## config.mk

```make
export PLATFORM = sky130hd
export DESIGN_NAME = kw4281_display_arbiter
export DESIGN_NICKNAME = d
export VERILOG_FILES = /design/src/rtl/kw4281_display_arbiter.sv
export SDC_FILE = /design/constraint.sdc
export NUM_CORES = 1
export LEC_CHECK = 0
export CAP_MARGIN = 15
export CORE_MARGIN = 1.5
export CORE_UTILIZATION = 60
export DETAILED_ROUTE_END_ITERATION = 8
export GPL_TIMING_DRIVEN = 1
export PLACE_DENSITY = 0.95
export SLEW_MARGIN = 20
export SYNTH_ARGS = -nofsm -noshare
export SYNTH_HDL_FRONTEND = slang
export SYNTH_SLANG_ARGS = --single-unit
```

## constraint.sdc

```tcl
create_clock -name clk_i -period 5 [get_ports clk_i]
set_clock_uncertainty 0.1 [all_clocks]
set_input_delay 0.75 -clock clk_i [delete_from_list [all_inputs] [get_ports clk_i]]
set_output_delay 0.75 -clock clk_i [all_outputs]
set_load 0.01 [all_outputs]
```

## src/rtl/kw4281_display_arbiter.sv

```systemverilog
// kw4281_display_arbiter: round-robin owner of the shared 7-segment display with a minimum dwell per grant
//   clk_i    system clock
//   rst_n_i  asynchronous reset, active low
//   req_i    level request per requester
//   val_i    signed 8-bit value per requester, requester k at [8k+7:8k]
//   gnt_o    one-hot grant, zero when nobody owns the display
//   owner_o  index of the current owner, zero when nobody owns the display
//   bin_o    registered value of the owner for the display driver
//   blank_o  high when nobody owns the display
// Optional: define KW4281_ARB_PREEMPT_EN to let a rising req_i[0] (alarm) preempt any owner.
module kw4281_display_arbiter #(
    parameter int CLOCK_FREQUENCY = 100000000,
    parameter int N_REQ           = 4,
    parameter int HOLD_MS         = 500
) (
    input  logic                     clk_i,
    input  logic                     rst_n_i,
    input  logic [N_REQ-1:0]         req_i,
    input  logic [N_REQ*8-1:0]       val_i,
    output logic [N_REQ-1:0]         gnt_o,
    output logic [$clog2(N_REQ)-1:0] owner_o,
    output logic [7:0]               bin_o,
    output logic                     blank_o
);
    localparam int          OW   = $clog2(N_REQ);
    localparam logic [31:0] DIV  = 32'(CLOCK_FREQUENCY / 1000);
    localparam logic [15:0] HOLD = 16'(HOLD_MS);

    typedef enum logic [1:0] {S_IDLE, S_HOLD, S_OPEN} state_t;

    state_t          state_q, state_d;
    logic [OW-1:0]   owner_q, owner_d, rr_q, rr_d, after;
    logic [15:0]     hold_q, hold_d;
    logic [31:0]     presc_q, presc_d;
    logic [7:0]      bin_q, bin_d;
    logic [N_REQ-1:0] others;
    logic            tick, ready;

    // First set bit of m at or after position p, searching cyclically.
    function automatic logic [OW-1:0] pick(input logic [N_REQ-1:0] m, input logic [OW-1:0] p);
        logic [OW-1:0] k;
        pick = '0;
        for (int i = N_REQ - 1; i >= 0; i--) begin
            k = OW'((int'(p) + i) % N_REQ);
            if (m[k]) pick = k;
        end
    endfunction

    assign tick    = presc_q == DIV - 32'd1;
    assign presc_d = tick ? '0 : presc_q + 32'd1;
    assign after   = OW'((int'(owner_q) + 1) % N_REQ);
    // Dwell is complete now, either already open or expiring on this tick.
    assign ready   = state_q == S_OPEN || (state_q == S_HOLD && tick && hold_q + 16'd1 >= HOLD);

`ifdef KW4281_ARB_PREEMPT_EN
    logic req0_q, rise0, alarm_own;
    assign rise0     = req_i[0] & ~req0_q;
    // While the alarm owns and still requests, everyone else is invisible.
    assign alarm_own = state_q != S_IDLE && owner_q == '0 && req_i[0];
    assign others    = alarm_own ? '0 : req_i & ~({{(N_REQ-1){1'b0}}, 1'b1} << owner_q);

    always_ff @(posedge clk_i or negedge rst_n_i) begin
        if (!rst_n_i) req0_q <= 1'b0;
        else          req0_q <= req_i[0];
    end
`else
    assign others = req_i & ~({{(N_REQ-1){1'b0}}, 1'b1} << owner_q);
`endif

    always_comb begin
        state_d = state_q;
        owner_d = owner_q;
        rr_d    = rr_q;
        hold_d  = hold_q;
`ifdef KW4281_ARB_PREEMPT_EN
        if (rise0) begin
            state_d = S_HOLD;
            owner_d = '0;
            hold_d  = '0;
        end else
`endif
        if (state_q == S_IDLE) begin
            if (|req_i) begin
                state_d = S_HOLD;
                owner_d = pick(req_i, rr_q);
                hold_d  = '0;
            end
        end else if (|others && (!req_i[owner_q] || ready)) begin
            // Handover: a drop wins over a simultaneous dwell expiry, the outcome is the same grant.
            state_d = S_HOLD;
            owner_d = pick(others, after);
            rr_d    = after;
            hold_d  = '0;
        end else if (!req_i[owner_q]) begin
            state_d = S_IDLE;
            owner_d = '0;
        end else if (state_q == S_HOLD && tick) begin
            hold_d  = hold_q + 16'd1;
            state_d = hold_q + 16'd1 >= HOLD ? S_OPEN : S_HOLD;
        end
    end

    // Follow the next owner so the value lands on the same edge as the grant.
    assign bin_d = state_d != S_IDLE ? val_i[8*owner_d +: 8] : bin_q;

    always_ff @(posedge clk_i or negedge rst_n_i) begin
        if (!rst_n_i) begin
            state_q <= S_IDLE;
            owner_q <= '0;
            rr_q    <= '0;
            hold_q  <= '0;
            presc_q <= '0;
            bin_q   <= '0;
        end else begin
            state_q <= state_d;
            owner_q <= owner_d;
            rr_q    <= rr_d;
            hold_q  <= hold_d;
            presc_q <= presc_d;
            bin_q   <= bin_d;
        end
    end

    assign gnt_o   = state_q == S_IDLE ? '0 : {{(N_REQ-1){1'b0}}, 1'b1} << owner_q;
    assign owner_o = owner_q;
    assign bin_o   = bin_q;
    assign blank_o = state_q == S_IDLE;
endmodule

```

==> results of run 1 <==
## final cells by class
cell class / count / share of cell area, %
multi-input cells: 334 / 47.3
flip-flops and latches: 62 / 33.8
repair buffers: 53 / 11.4
clock buffers: 9 / 2.70
clock inverters: 7 / 2.29
well taps: 75 / 2.04
inverters: 6 / 0.491
## per-stage QoR
stage	total power [mW]	util, %
6_report	2.23	76.2
3_5_place_dp	1.70	72.4
3_3_place_gp	1.65	72.4
2_1_floorplan	1.41	-
4_1_cts	2.21	76.2
5_1_grt	2.36	76.2
## registers in the layout, indices dropped and copies added (netlist names)
signal   flops
hold_q      16
bin_o        8
rr_q         2
presc_q     32
state_q      2
owner_o      2
## how the worst min path moves through the flow
stage / slack [ns] / cells after the start / from / to
2_1_floorplan: 0.35 / 0 / rst_n_i / bin_o[0]$_DFFE_PN0P_
3_3_place_gp: 0.37 / 1 / presc_q[0]$_DFF_PN0_ / presc_q[0]$_DFF_PN0_
3_5_place_dp: 0.37 / 1 / presc_q[0]$_DFF_PN0_ / presc_q[0]$_DFF_PN0_
4_1_cts: 0.39 / 1 / presc_q[0]$_DFF_PN0_ / presc_q[0]$_DFF_PN0_
5_1_grt: 0.42 / 1 / presc_q[0]$_DFF_PN0_ / presc_q[0]$_DFF_PN0_
6_report: 0.39 / 1 / presc_q[0]$_DFF_PN0_ / presc_q[0]$_DFF_PN0_
## power groups by stage
stage               sequential [mW]  combinational, mW  clock, mW
detailed placement            0.655               1.04          0
global placement              0.650               1.00          0
finish                        0.650               1.06      0.514
floorplan                     0.642              0.767          0
global route                  0.659               1.16      0.541
CTS                           0.647               1.05      0.515
## worst register-to-register path: stages (launching register included)
cell	delay (ns)
dfrtp_1	0.45
ha_1	0.35
nand2_2	0.12
or4_1	0.48
a211o_1	0.35
a21o_4	0.26
o21ai_2	0.51
or2_0	0.57
o21ai_0	0.19
## routing by layer
layer	routed length, µm	up-vias	share of wire [%]
met3	573	30	6.3
li1	-	1608	-
met2	4360	170	48
met5	0	-	0
met1	3940	1649	43
met4	262	0	2.9
## logic make-up after synthesis
family          synth area share (%)
compound gates                  17.6
xor+xnor                        7.11
fa+ha+maj                       1.97
buf+inv                         2.49
flops                           40.6
mux                             4.06
simple gates                    26.2
## placed cells by master, fill, tap and decap left out, drive strengths merged, types with 3 or more instances in the layout
master	count
xor2	10
o2bb2ai	8
a21o	9
and3	10
and2	6
mux2i	11
dfrtp	62
ha	6
nand2b	4
nor4b	5
o21a	3
o31ai	5
o21ai	30
clkbuf	9
nand2	44
nor2b	10
or3	4
a31o	8
nor2	54
clkdlybuf4s50	51
nor3	3
xnor2	21
o41ai	3
nand3	17
nor4	11
nor4bb	3
nand4	11
or2	4
inv	9
a21oi	12
==> impl_metrics.ini, run 1 <==
[run_status]
status = completed

[route]
viasPerCell = 6.33
avgRoutedWirePerCell_um = 16.7
drt_wl_total_um = 9140
drt-initial-drc-count = 303
num_vias = 3457
ant_nets = 0
firstDrtPassIters = 5
drc = 0

[floorplanning]
die_w_um = 82.8
fp-row-count = 28
fp.coreArea_um2 = 6030
io_pins = 53
die_height_um = 82.8
initial_core_util_pct = 63.4
fp.dieArea_um2 = 6850

[layout]
regArea_um2 = 1550
fillerInstances = 393
final_nets = 510
area_delta_synth_final_pct = 20.3
drive_above_1_share_pct = 9.34
multi_input_area_um2 = 2170
final-instance-count-excl-fill = 546
diodes = 0
stdcell_area_um2 = 4590

[synth]
syn_inst = 416
syn_nets = 460
synth_area_um2 = 3820
ys_warn_count = 0
synthTopCellsByArea = dfrtp_1, nor2_1, xnor2_1
yosys.area.top_type_share_pct = 40.6
ys_ff_latch = 62
post-synth-top-area-cell = dfrtp_1
synth_seq_area_share_pct = 40.6
synthTopCellsByCount = dfrtp_1, nor2_1, nand2_1
synth.most_common_cell = dfrtp_1
synth_edf_count = 0
synth_ff_type = dfrtp_1
synth-async-reset-ratio_pct = 100
syn_avg_cell_area_um2 = 9.18
ys_types = 61

[clocking]
ctsHoldBuffers = 0
clk-insertion-delay-late_ns = 0.36
tritoncts = yes
htree_levels = 3
clk_pin_slew_ns = 0.08
cts_buffers = 9
root_buffer = clkbuf_8
clkSinkCount = 62
post_cts_buffers = 0
clockBufferDepth = 2
ctsResizeCount = 0

[timing]
clock.fmax_mhz = 284
tns_ns = 0
hold_violations = 0
period_share_pct = 70.4
setup_ws_ns = 1.48
tightestPinTransition_ns = 0.849
min_period_ns = 3.52
slew_violations = 0
slew_headroom_pct = 42.8
rsz0062_at_grt = false
whs_ns = 0.395
setup_viol = 0

[power_and_ir_drop]
switching_power_mw = 0.888
combPwrFrac_pct = 47.8
swShare_pct = 39.9
p_int_mw = 1.34
pwr-share-clk_pct = 23.1
power_density_nw_per_um2 = 485
p_leak_nw = 1.96
ir_drop_mv = 0.415
p_seq_share_pct = 29.2

[worst_setup_path]
path_buf_inv = 0
startpoint = hold_q[0]$_DFFE_PN0P_
timing.rr.end = hold_q[0]$_DFFE_PN0P_
slowest_stage = or2_0
cp-endpoint = hold_q[0]$_DFFE_PN0P_
cp.required_ns = 5.11
crit_path_max_incr_delay_ns = 0.57
cp.depth = 8
crit_arrival_ns = 3.63
startpoint_type = flop
r2r-start = hold_q[0]$_DFFE_PN0P_
worstPathMaxFanout = 16
r2r_setup_slack_ns = 1.48
crit_family = compound AO/OA/AOI/OAI gates
reg2reg_depth = 8
crit_type = reg -> reg
cp-end-kind = flop
crit_chain = ha_1 -> nand2_2 -> or4_1 -> a211o_1 -> a21o_4 -> o21ai_2 -> or2_0 -> o21ai_0

[worst_hold_path]
hp-class = reg -> reg

[global_route]
use_met2_pct = 45.9
grt_pass1_vias = 3248
top_usage_layer = met2
grt_use_total_pct = 29.1
use_met3_pct = 6.48
grt_first_pass_wirelength_um = 14900
antenna_found_initial = 0
grt_max_degree = 63
use_met1_pct = 36.9
gr-total-overflow = 0

[flow_run]
max_cap_violations = 0

[placed_design]
hpwl_um = 6300
port_buffers = 52
dpl.cell_count = 530
placed_area_um2 = 4360
place_ws_ns = 1.29
gp_congestion = 0.895
Note: power is estimated with default switching activity, not from simulation.
==> run 2, diff against run 1 <==
CORE_UTILIZATION = 50   (was 60)
PLACE_DENSITY = 0.88   (was 0.95)
clock period = 2.85 ns   (was 5 ns; I/O delays follow)
==> impl_metrics.ini, run 2 (synthesis gave the netlist of run 1 again) <==
[run_status]
status = complete, but fails checks
violations = setup timing

[route]
drt-initial-drc-count = 241
ant_nets = 0
num_vias = 3642
avgRoutedWirePerCell_um = 16.5
firstDrtPassIters = 5
drt_wl_total_um = 10200
drc = 0
viasPerCell = 5.87

[worst_hold_path]
whs_endpoint = presc_q[0]$_DFF_PN0_
min_from = presc_q[0]$_DFF_PN0_
hold_path_depth = 1
hp-class = reg -> reg

[layout]
diodes = 0
largest_register_ffs = 32
drive_above_1_share_pct = 21.3
multi_input_area_um2 = 2350
layout_common_cells = dfrtp_1, nor2_1, clkdlybuf4s50_1
final_nets = 560
final-instance-count-excl-fill = 620
area_delta_synth_final_pct = 36.2
stdcell_area_um2 = 5200
top_register = presc_q
final_core_util_pct = 70.9
regArea_um2 = 1550
layout_commonest_cell = dfrtp_1
fillerInstances = 486

[worst_setup_path]
startpoint_type = flop
crit_path_max_incr_delay_ns = 0.42
timing.rr.end = bin_o[1]$_DFFE_PN0P_
crit_top_cell = buf_6
cp-end-kind = flop
r2r_setup_slack_ns = -0.1
r2r-start = hold_q[1]$_DFFE_PN0P_
slowest_stage = dfrtp_1
crit_type = reg -> reg
reg2reg_depth = 12
crit_arrival_ns = 3.09
crit_chain = buf_6 -> and2_4 -> buf_6 -> nor4b_4 -> nor4_2 -> a211o_1 -> a21o_4 -> o2111ai_1 -> a21oi_2 -> buf_4 -> nor2_1 -> o2bb2ai_1
cp.required_ns = 2.99
worstPathMaxFanout = 8

[timing]
hold_violations = 0
setup_ws_ns = -0.0978
tightestPinTransition_ns = 0.586
min_period_ns = 2.95
slew_violations = 0
rsz0062_at_grt = true
slew_headroom_pct = 60.9
whs_ns = 0.392
period_share_pct = 103
clock.fmax_mhz = 339
tns_ns = -0.473
setup_viol = 9

[clocking]
clk_pin_slew_ns = 0.08
clkSinkCount = 62
clockBufferDepth = 2
clk-insertion-delay-late_ns = 0.33
cts_buffers = 9
htree_levels = 3
tritoncts = yes
root_buffer = clkbuf_8

[floorplanning]
fp-row-count = 31
die_height_um = 90.4
io_pins = 53
die_w_um = 90.4
fp.dieArea_um2 = 8170
initial_core_util_pct = 52.1
fp.coreArea_um2 = 7330

[placed_design]
place_ws_ns = -0.0901
placed_area_um2 = 4690
port_buffers = 52
gp_congestion = 0.884
dpl.cell_count = 594
hpwl_um = 6590

[power_and_ir_drop]
power_density_nw_per_um2 = 871
ir_drop_mv = 0.617
finalPower_mw = 4.53
p_leak_nw = 2.26

[global_route]
gr-total-overflow = 0
grt_first_pass_wirelength_um = 16100
grt_pass1_vias = 3489
antenna_found_initial = 0
grt_max_degree = 25
grt_use_total_pct = 24.2

[flow_run]
max_cap_violations = 0
## run 2: changes by cell type in the layout (fill, tap and decap cells not counted), moves of 3 or more
cell / previous run / this run
a31o_2: 8 / 5
a31o_4: 0 / 3
buf_4: 1 / 40
buf_6: 0 / 6
nand2_4: 1 / 4
## run 2: what timing repair did
item,in CTS,in global routing
buffers inserted,0,6
endpoints found under the hold margin,22,0
pin swaps,11,25
hold buffers,1,0
gates resized for setup,6,30
gates cloned,2,1
setup endpoints to repair,9,21
## run 2: worst max-delay path by stage
stage	cells past startpoint	slack (ns)	from	endpoint
3_3_place_gp	11	-0.007	req_i[1]	bin_o[4]$_DFFE_PN0P_
5_1_grt	12	-0.19	hold_q[1]$_DFFE_PN0P_	bin_o[7]$_DFFE_PN0P_
6_report	12	-0.1	hold_q[1]$_DFFE_PN0P_	bin_o[1]$_DFFE_PN0P_
2_1_floorplan	11	0.001	hold_q[0]$_DFFE_PN0P_	bin_o[6]$_DFFE_PN0P_
3_5_place_dp	9	-0.09	req_i[3]	bin_o[4]$_DFFE_PN0P_
4_1_cts	9	0.009	hold_q[0]$_DFFE_PN0P_	rr_q[1]$_DFFE_PN0P_
## run 2: cell type report
class                   count  area share (%)
inverters                   6           0.433
clock buffers              10            2.65
repair buffers            100            17.6
well taps                  99            2.38
flip-flops and latches     62            29.9
clock inverters             6            1.80
multi-input cells         337            45.3
## run 2: layer usage
layer	wire length, µm	GRT usage (%)
met1	4220	29.3
met2	5200	41.9
met3	472	4.46
met4	317	10.6
met5	0	0
## run 2: worst max-delay path, delay by kind of cell (launching register included)
kind	cells	cell delay, ns
flip-flops	1	0.42
AND/OR/NAND/NOR	4	0.75
AO/OA/AOI/OAI	5	1.16
buffers and inverters	3	0.44
## run 2: power breakdown
group | switching (mW) | internal (mW)
Sequential | 0.127 | 1.00
Clock | 0.365 | 0.522
Combinational | 1.28 | 1.24
